<file path="src/rtl/stack_ctrl.sv">
// stack_ctrl: eForth stack-primitive sequencer over a push/pop-only stack memory, TOS kept locally.
// Latency: 1 cycle (NOP/PUSH/POP/DROP/DUP/OVER/reject), 2 SWAP, 4 ROT, max(1,depth-1) CLEAR; done on last step.
// Backpressure: cmd_rdy only in IDLE, cmd_vld while busy is ignored. Define STACK_CTRL_HWM_EN for the hwm output.
module stack_ctrl #(
    parameter int DEPTH = 16,
    parameter int DSZ   = 32,
    parameter int SSZ   = $clog2(DEPTH)
) (
    input  logic           clk,
    input  logic           rst,
    input  logic           cmd_vld,
    output logic           cmd_rdy,
    input  logic [2:0]     cmd_op,
    input  logic           cmd_clr,
    input  logic [DSZ-1:0] cmd_vi,
    output logic           done,
    output logic           err,
    output logic [DSZ-1:0] vo,
    output logic [DSZ-1:0] tos,
    output logic [DSZ-1:0] nos,
    output logic [SSZ:0]   depth,
    output logic           ovf,
    output logic           unf,
`ifdef STACK_CTRL_HWM_EN
    output logic [SSZ:0]   hwm,
`endif
    output logic           ss_push,
    output logic           ss_pop,
    output logic [DSZ-1:0] ss_di,
    input  logic [DSZ-1:0] ss_s0,
    input  logic [DSZ-1:0] ss_s1
);

    localparam logic [2:0] OP_NOP  = 3'd0;
    localparam logic [2:0] OP_PUSH = 3'd1;
    localparam logic [2:0] OP_POP  = 3'd2;
    localparam logic [2:0] OP_DUP  = 3'd3;
    localparam logic [2:0] OP_DROP = 3'd4;
    localparam logic [2:0] OP_SWAP = 3'd5;
    localparam logic [2:0] OP_OVER = 3'd6;
    localparam logic [2:0] OP_ROT  = 3'd7;

    localparam logic [SSZ:0] ZERO  = '0;
    localparam logic [SSZ:0] ONE   = (SSZ+1)'(1);
    localparam logic [SSZ:0] TWO   = (SSZ+1)'(2);
    localparam logic [SSZ:0] THREE = (SSZ+1)'(3);
    localparam logic [SSZ:0] FULL  = (SSZ+1)'(DEPTH);

    typedef enum logic [3:0] {
        S_IDLE, S_EXEC, S_ERR, S_SW1, S_SW2,
        S_RT1, S_RT2, S_RT3, S_RT4, S_CLR
    } state_t;

    state_t         state, state_nxt;
    logic [2:0]     op_q;
    logic           clr_q;
    logic [DSZ-1:0] vi_q;
    logic [DSZ-1:0] t1, t2;
    logic [SSZ:0]   cnt;
    logic           accept;
    logic           chk_ovf, chk_unf;
    logic           clr_fin;
    logic [DSZ-1:0] tos_d;
    logic [SSZ:0]   depth_d;

    assign accept = cmd_vld & cmd_rdy;
    assign nos    = ss_s0;

    // Legality of the offered command against the current depth.
    always_comb begin
        chk_ovf = 1'b0;
        chk_unf = 1'b0;
        if (!cmd_clr) begin
            case (cmd_op)
                OP_PUSH:         chk_ovf = (depth == FULL);
                OP_POP, OP_DROP: chk_unf = (depth == ZERO);
                OP_DUP: begin
                    chk_ovf = (depth == FULL);
                    chk_unf = (depth == ZERO);
                end
                OP_SWAP:         chk_unf = (depth < TWO);
                OP_OVER: begin
                    chk_ovf = (depth == FULL);
                    chk_unf = (depth < TWO);
                end
                OP_ROT:          chk_unf = (depth < THREE);
                default: ;
            endcase
        end
    end

    always_ff @(posedge clk or negedge rst) begin
        if (!rst) state <= S_IDLE;
        else      state <= state_nxt;
    end

    always_comb begin
        state_nxt = state;
        case (state)
            S_IDLE: begin
                if (accept) begin
                    if (chk_ovf | chk_unf)     state_nxt = S_ERR;
                    else if (cmd_clr)          state_nxt = (depth > ONE) ? S_CLR : S_EXEC;
                    else if (cmd_op == OP_SWAP) state_nxt = S_SW1;
                    else if (cmd_op == OP_ROT)  state_nxt = S_RT1;
                    else                       state_nxt = S_EXEC;
                end
            end
            S_SW1:   state_nxt = S_SW2;
            S_RT1:   state_nxt = S_RT2;
            S_RT2:   state_nxt = S_RT3;
            S_RT3:   state_nxt = S_RT4;
            S_CLR:   state_nxt = (cnt == ONE) ? S_IDLE : S_CLR;
            default: state_nxt = S_IDLE;
        endcase
    end

    always_comb begin
        cmd_rdy = 1'b0;
        done    = 1'b0;
        err     = 1'b0;
        ss_push = 1'b0;
        ss_pop  = 1'b0;
        ss_di   = tos;
        case (state)
            S_IDLE: cmd_rdy = 1'b1;
            S_ERR: begin
                done = 1'b1;
                err  = 1'b1;
            end
            S_EXEC: begin
                done = 1'b1;
                if (!clr_q) begin
                    case (op_q)
                        OP_PUSH:         ss_push = (depth != ZERO);
                        OP_POP, OP_DROP: ss_pop  = (depth > ONE);
                        OP_DUP, OP_OVER: ss_push = 1'b1;
                        default: ;
                    endcase
                end
            end
            S_SW1, S_RT1, S_RT2: ss_pop = 1'b1;
            S_SW2, S_RT4: begin
                ss_push = 1'b1;
                done    = 1'b1;
            end
            S_RT3: begin
                ss_push = 1'b1;
                ss_di   = t1;
            end
            S_CLR: begin
                ss_pop = 1'b1;
                done   = (cnt == ONE);
            end
            default: ;
        endcase
    end

    assign clr_fin = ((state == S_EXEC) && clr_q) || ((state == S_CLR) && (cnt == ONE));

    // Next TOS/depth; OVER reads ss_s0 before the push edge overwrites the top cell.
    always_comb begin
        tos_d   = tos;
        depth_d = depth;
        case (state)
            S_EXEC: begin
                if (clr_q) begin
                    tos_d   = '0;
                    depth_d = ZERO;
                end else begin
                    case (op_q)
                        OP_PUSH: begin
                            tos_d   = vi_q;
                            depth_d = depth + ONE;
                        end
                        OP_POP, OP_DROP: begin
                            tos_d   = (depth > ONE) ? ss_s0 : '0;
                            depth_d = depth - ONE;
                        end
                        OP_DUP:  depth_d = depth + ONE;
                        OP_OVER: begin
                            tos_d   = ss_s0;
                            depth_d = depth + ONE;
                        end
                        default: ;
                    endcase
                end
            end
            S_SW2: tos_d = t1;
            S_RT4: tos_d = t2;
            S_CLR: begin
                if (cnt == ONE) begin
                    tos_d   = '0;
                    depth_d = ZERO;
                end
            end
            default: ;
        endcase
    end

    always_ff @(posedge clk or negedge rst) begin
        if (!rst) begin
            tos   <= '0;
            depth <= ZERO;
            vo    <= '0;
            ovf   <= 1'b0;
            unf   <= 1'b0;
            op_q  <= OP_NOP;
            clr_q <= 1'b0;
            vi_q  <= '0;
            t1    <= '0;
            t2    <= '0;
            cnt   <= ZERO;
        end else begin
            tos   <= tos_d;
            depth <= depth_d;
            if (accept) begin
                op_q  <= cmd_op;
                clr_q <= cmd_clr;
                vi_q  <= cmd_vi;
                cnt   <= depth - ONE;
                if (chk_ovf) ovf <= 1'b1;
                if (chk_unf) unf <= 1'b1;
                // Loading vo at acceptance makes it valid in the done cycle.
                if (!cmd_clr && (cmd_op == OP_POP) && !chk_unf) vo <= tos;
            end
            if (clr_fin) begin
                ovf <= 1'b0;
                unf <= 1'b0;
            end
            if (state == S_CLR) cnt <= cnt - ONE;
            if (state == S_SW1) t1 <= ss_s0;
            // a is already visible as the second cell before the first pop.
            if (state == S_RT1) begin
                t1 <= ss_s0;
                t2 <= ss_s1;
            end
        end
    end

`ifdef STACK_CTRL_HWM_EN
    always_ff @(posedge clk or negedge rst) begin
        if (!rst)                hwm <= ZERO;
        else if (clr_fin)        hwm <= ZERO;
        else if (depth_d > hwm)  hwm <= depth_d;
    end
`endif

endmodule

</file>
<file path="config.mk">
export PLATFORM = sky130hd
export DESIGN_NAME = stack_ctrl
export DESIGN_NICKNAME = d
export VERILOG_FILES = /design/src/rtl/stack_ctrl.sv
export SDC_FILE = /design/constraint.sdc
export NUM_CORES = 1
export LEC_CHECK = 0
export ABC_AREA = 1
export CAP_MARGIN = 20
export CORE_MARGIN = 4
export CORE_UTILIZATION = 44
export CTS_CLUSTER_DIAMETER = 120
export DETAILED_ROUTE_END_ITERATION = 16
export PLACE_DENSITY_LB_ADDON = 0.15
export SLEW_MARGIN = 20
export SYNTH_ARGS = -nofsm -noshare
export SYNTH_HDL_FRONTEND = slang
export SYNTH_SLANG_ARGS = --single-unit
</file>
<file path="constraint.sdc">
create_clock -name clk -period 1.55 [get_ports clk]
set_input_delay 0.155 -clock clk [delete_from_list [all_inputs] [get_ports clk]]
set_output_delay 0.155 -clock clk [all_outputs]
set_load 0.02 [all_outputs]
</file>
==> reports/metrics.csv <==
metric;value;unit
netlist_top_cells_area;dfrtp_1 50%, nand2_1 15%, inv_1 5.3%, nor2_1 5.2%, o21ai_0 4.3%;
routed_via_density;5.113;
violations;setup timing;
grt.busiest_layer;met2;
fp.coreArea;20230;um^2
synth_compound_area_share;13.62;%
grt_pass1_vias;8989;
setup_ws;-0.4901;ns
ys_top_cells_by_count;360 x nand2_1, 180 x dfrtp_1, 127 x inv_1;
muxShareOfSynthArea;0.1248;%
yosysTopAreaCellShare;49.92;%
crit_path_start_kind;flop;
synthCells;1170;
grtUsageMet2;46.21;%
fin_crit_sh;131.6;%
synth_fa_ha_area_share;0.8319;%
rsz0062_at_grt;true;
grtUsageMet1;33.10;%
tightest_slew;0.5288;ns
postLayoutCoreUtil;71.04;%
die_area;22860;um^2
ioPinCount;243;
fin_tns_setup;-50.62;ns
insertion_delay;0.44;ns
syn-cell-area;9024;um^2
yosysMostFrequentCell;nand2_1;
status;finished, violations left;
maxSlewViolCount;0;
vias;9137;
die_h;151.2;um
drt-pass1-iter-count;5;
finalSetupViolations;241;
areaGrowthSynthToFinish;59.30;%
grt_overflow_total;0;
hold_violations;0;
grt_pass1_wl;47240;um
start_util;44.60;%
p_seq_share;26.1;%
synth-edff-count;0;
synth_top_family_by_area;simple AND/OR/NAND/NOR gates;
drc;0;
synth_top_area_cell;dfrtp_1;
cp.required;1.39;ns
dp_cells;1714;
p_leak;0.006988;uW
globalplace.congestion;0.8142;
grt_max_degree;65;
grt_util_all_layers;26.64;%
relSlewSlack;64.48;%
min_path_type;in -> async;
routed_wl;31740;um
met3_usage;5.685;%
die_width;151.2;um
core.rowCount;52;
ys.flop_type;dfrtp_1;
root_buffer;clkbuf_16;
p_int;18110;uW
ctsLongestPathBuffers;2;
antenna_found_initial;1;
diodes;0;
fill_cells;1603;
yosysWarnings;0;
nets;1613;
power_density;2250;nW/um^2
async_reset_ff_share;100.0;%
cap_violations;0;
numCtsBuffers;17;
postRouteAntennaNets;0;
max_freq;490.2;MHz
io_buffers;242;
p_sw;14230;uW
finalClockSkew;0.01681;ns
min_period;2.040;ns
ir_worst_vdd;1.262;mV
clk_pin_slew_worst_paths;0.08;ns
htreeDepth;4;
worstSetupEndpointType;output pin;
clockPowerShare;13.8;%
drt_iter0_drc;663;
synthXorXnorAreaFrac;0.5824;%
yosysSeqAreaShare;49.92;%
r2r_setup_slack;-0.38;ns
wl_per_cell;17.76;um
switching_share;44.00;%
critical_path_class;reg -> out;
yosysUniqueCellTypes;38;
cts_sinks;180;
drive_gt1_share;25.77;%
cts_tree;built;
synth.ff_latch_count;180;
synthSimpleGateAreaFrac;23.31;%
arrival;1.89;ns
stdcell_count;1787;
pwr-share-comb;60.1;%
crit_path_max_fanout;4;
postSynthAreaPerCell;7.713;um^2
dp_hpwl;19730;um
synthesis.nets;1279;
==> final timing paths <==
check,depth (start not counted),start,end
max in group asynchronous,3,rst,vi_q[17]
min reg2reg,2,vi_q[13],vi_q[13]
max reg2reg,14,state[0],tos[26]
min in group clk,3,cmd_vi[0],vi_q[0]
max,8,state[2],ss_di[31]
min,2,rst,vo[25]
==> cell usage in the layout, fill, tap and decap left out, types with 3 or more instances in the layout <==
cell type,synthesis,layout
nand2_2,4,18
clkdlybuf4s50_1,0,187
buf_6,3,52
dfrtp_2,0,6
nor2_4,5,17
nand2_4,2,8
nand3_1,20,20
nand2_1,360,338
a21oi_1,72,69
nor2_2,2,24
ha_1,6,4
o21ai_2,1,52
inv_6,0,5
buf_12,0,27
o21ai_1,34,9
o221ai_1,3,3
dfrtp_1,180,174
inv_2,4,8
inv_8,0,4
buf_4,46,106
nor2_1,124,90
o21ai_4,0,9
xor2_1,4,4
clkinv_8,0,3
buf_16,0,7
o21ai_0,78,43
nor3_1,6,5
a21oi_2,0,3
dlygate4sd2_1,0,17
o22ai_1,33,33
clkbuf_16,0,23
inv_1,127,121
==> state kept, by name (all words and copies together), names as in the netlist <==
register,cells
state,4
vo,32
op_q,3
clr_q,1
vi_q,32
unf,1
ovf,1
cnt,5
t2,32
depth,5
tos,32
t1,32
==> cell type report <==
class                      count  area, um^2  area share (%)
sequential                   180        4512           31.39
tap                          270       337.8           2.350
timing repair buffer         404        4309           29.98
inverter                     132       523.0           3.638
clock buffer                  18       439.2           3.055
multi-input combinational    769        4095           28.49
clock inverter                14       158.9           1.105
==> metal layers <==
metal	routed length [um]	share of wire, %	vias up
met5	14	0.044	-
met4	812	2.6	2
met3	2248	7.1	60
met2	16000	50	344
met1	12670	40	4400
li1	-	-	4331
==> worst max-delay path: stages, from the launching register on <==
cell,delay [ns]
dfrtp_1,0.41
buf_4,0.17
nand2_4,0.09
nor2_4,0.06
buf_6,0.12
buf_12,0.14
clkbuf_16,0.16
o21ai_4,0.15
buf_6,0.14
==> kinds of logic after synthesis <==
group / count (synthesis)
adder cells (fa/ha/maj): 6
flip-flops: 180
AO/OA/AOI/OAI: 229
XOR/XNOR: 6
multiplexers: 1
AND/OR/NAND/NOR: 527
buffers and inverters: 221
==> metrics by stage <==
step                worst slack [ns]  hold slack [ns]  instance area, um^2  total power (uW)
finish                       -0.4901           0.1793                14380             32350
global route                 -0.5270           0.2062                14380             34470
CTS                          -0.4030           0.1873                13740             30250
detailed placement           -0.4974          0.09112                12430             24830
global placement             -0.4385          0.09640                12430             24520
floorplan                   -0.02938          -0.1406                 9074             17260
==> repair_timing <==
action | in CTS | in global routing
cloned | 7 | 6
endpoints found under the hold margin | 180 | 0
setup endpoints to repair | 269 | 255
hold buffers | 1 | 0
resized for setup | 389 | 117
buffers inserted | 21 | 7
pin swaps | 14 | 14
==> power by group through the flow <==
| stage | Combinational [uW] | Sequential (uW) | Clock (uW) |
|---|---|---|---|
| final | 19400 | 8450 | 4460 |
| after detailed placement | 16500 | 8360 | 0 |
| after floorplan | 7980 | 9270 | 0 |
| after CTS | 17400 | 8330 | 4490 |
| after global placement | 16200 | 8290 | 0 |
| after global routing | 21000 | 8720 | 4720 |
No activity file was read; power rests on OpenSTA's default activity.
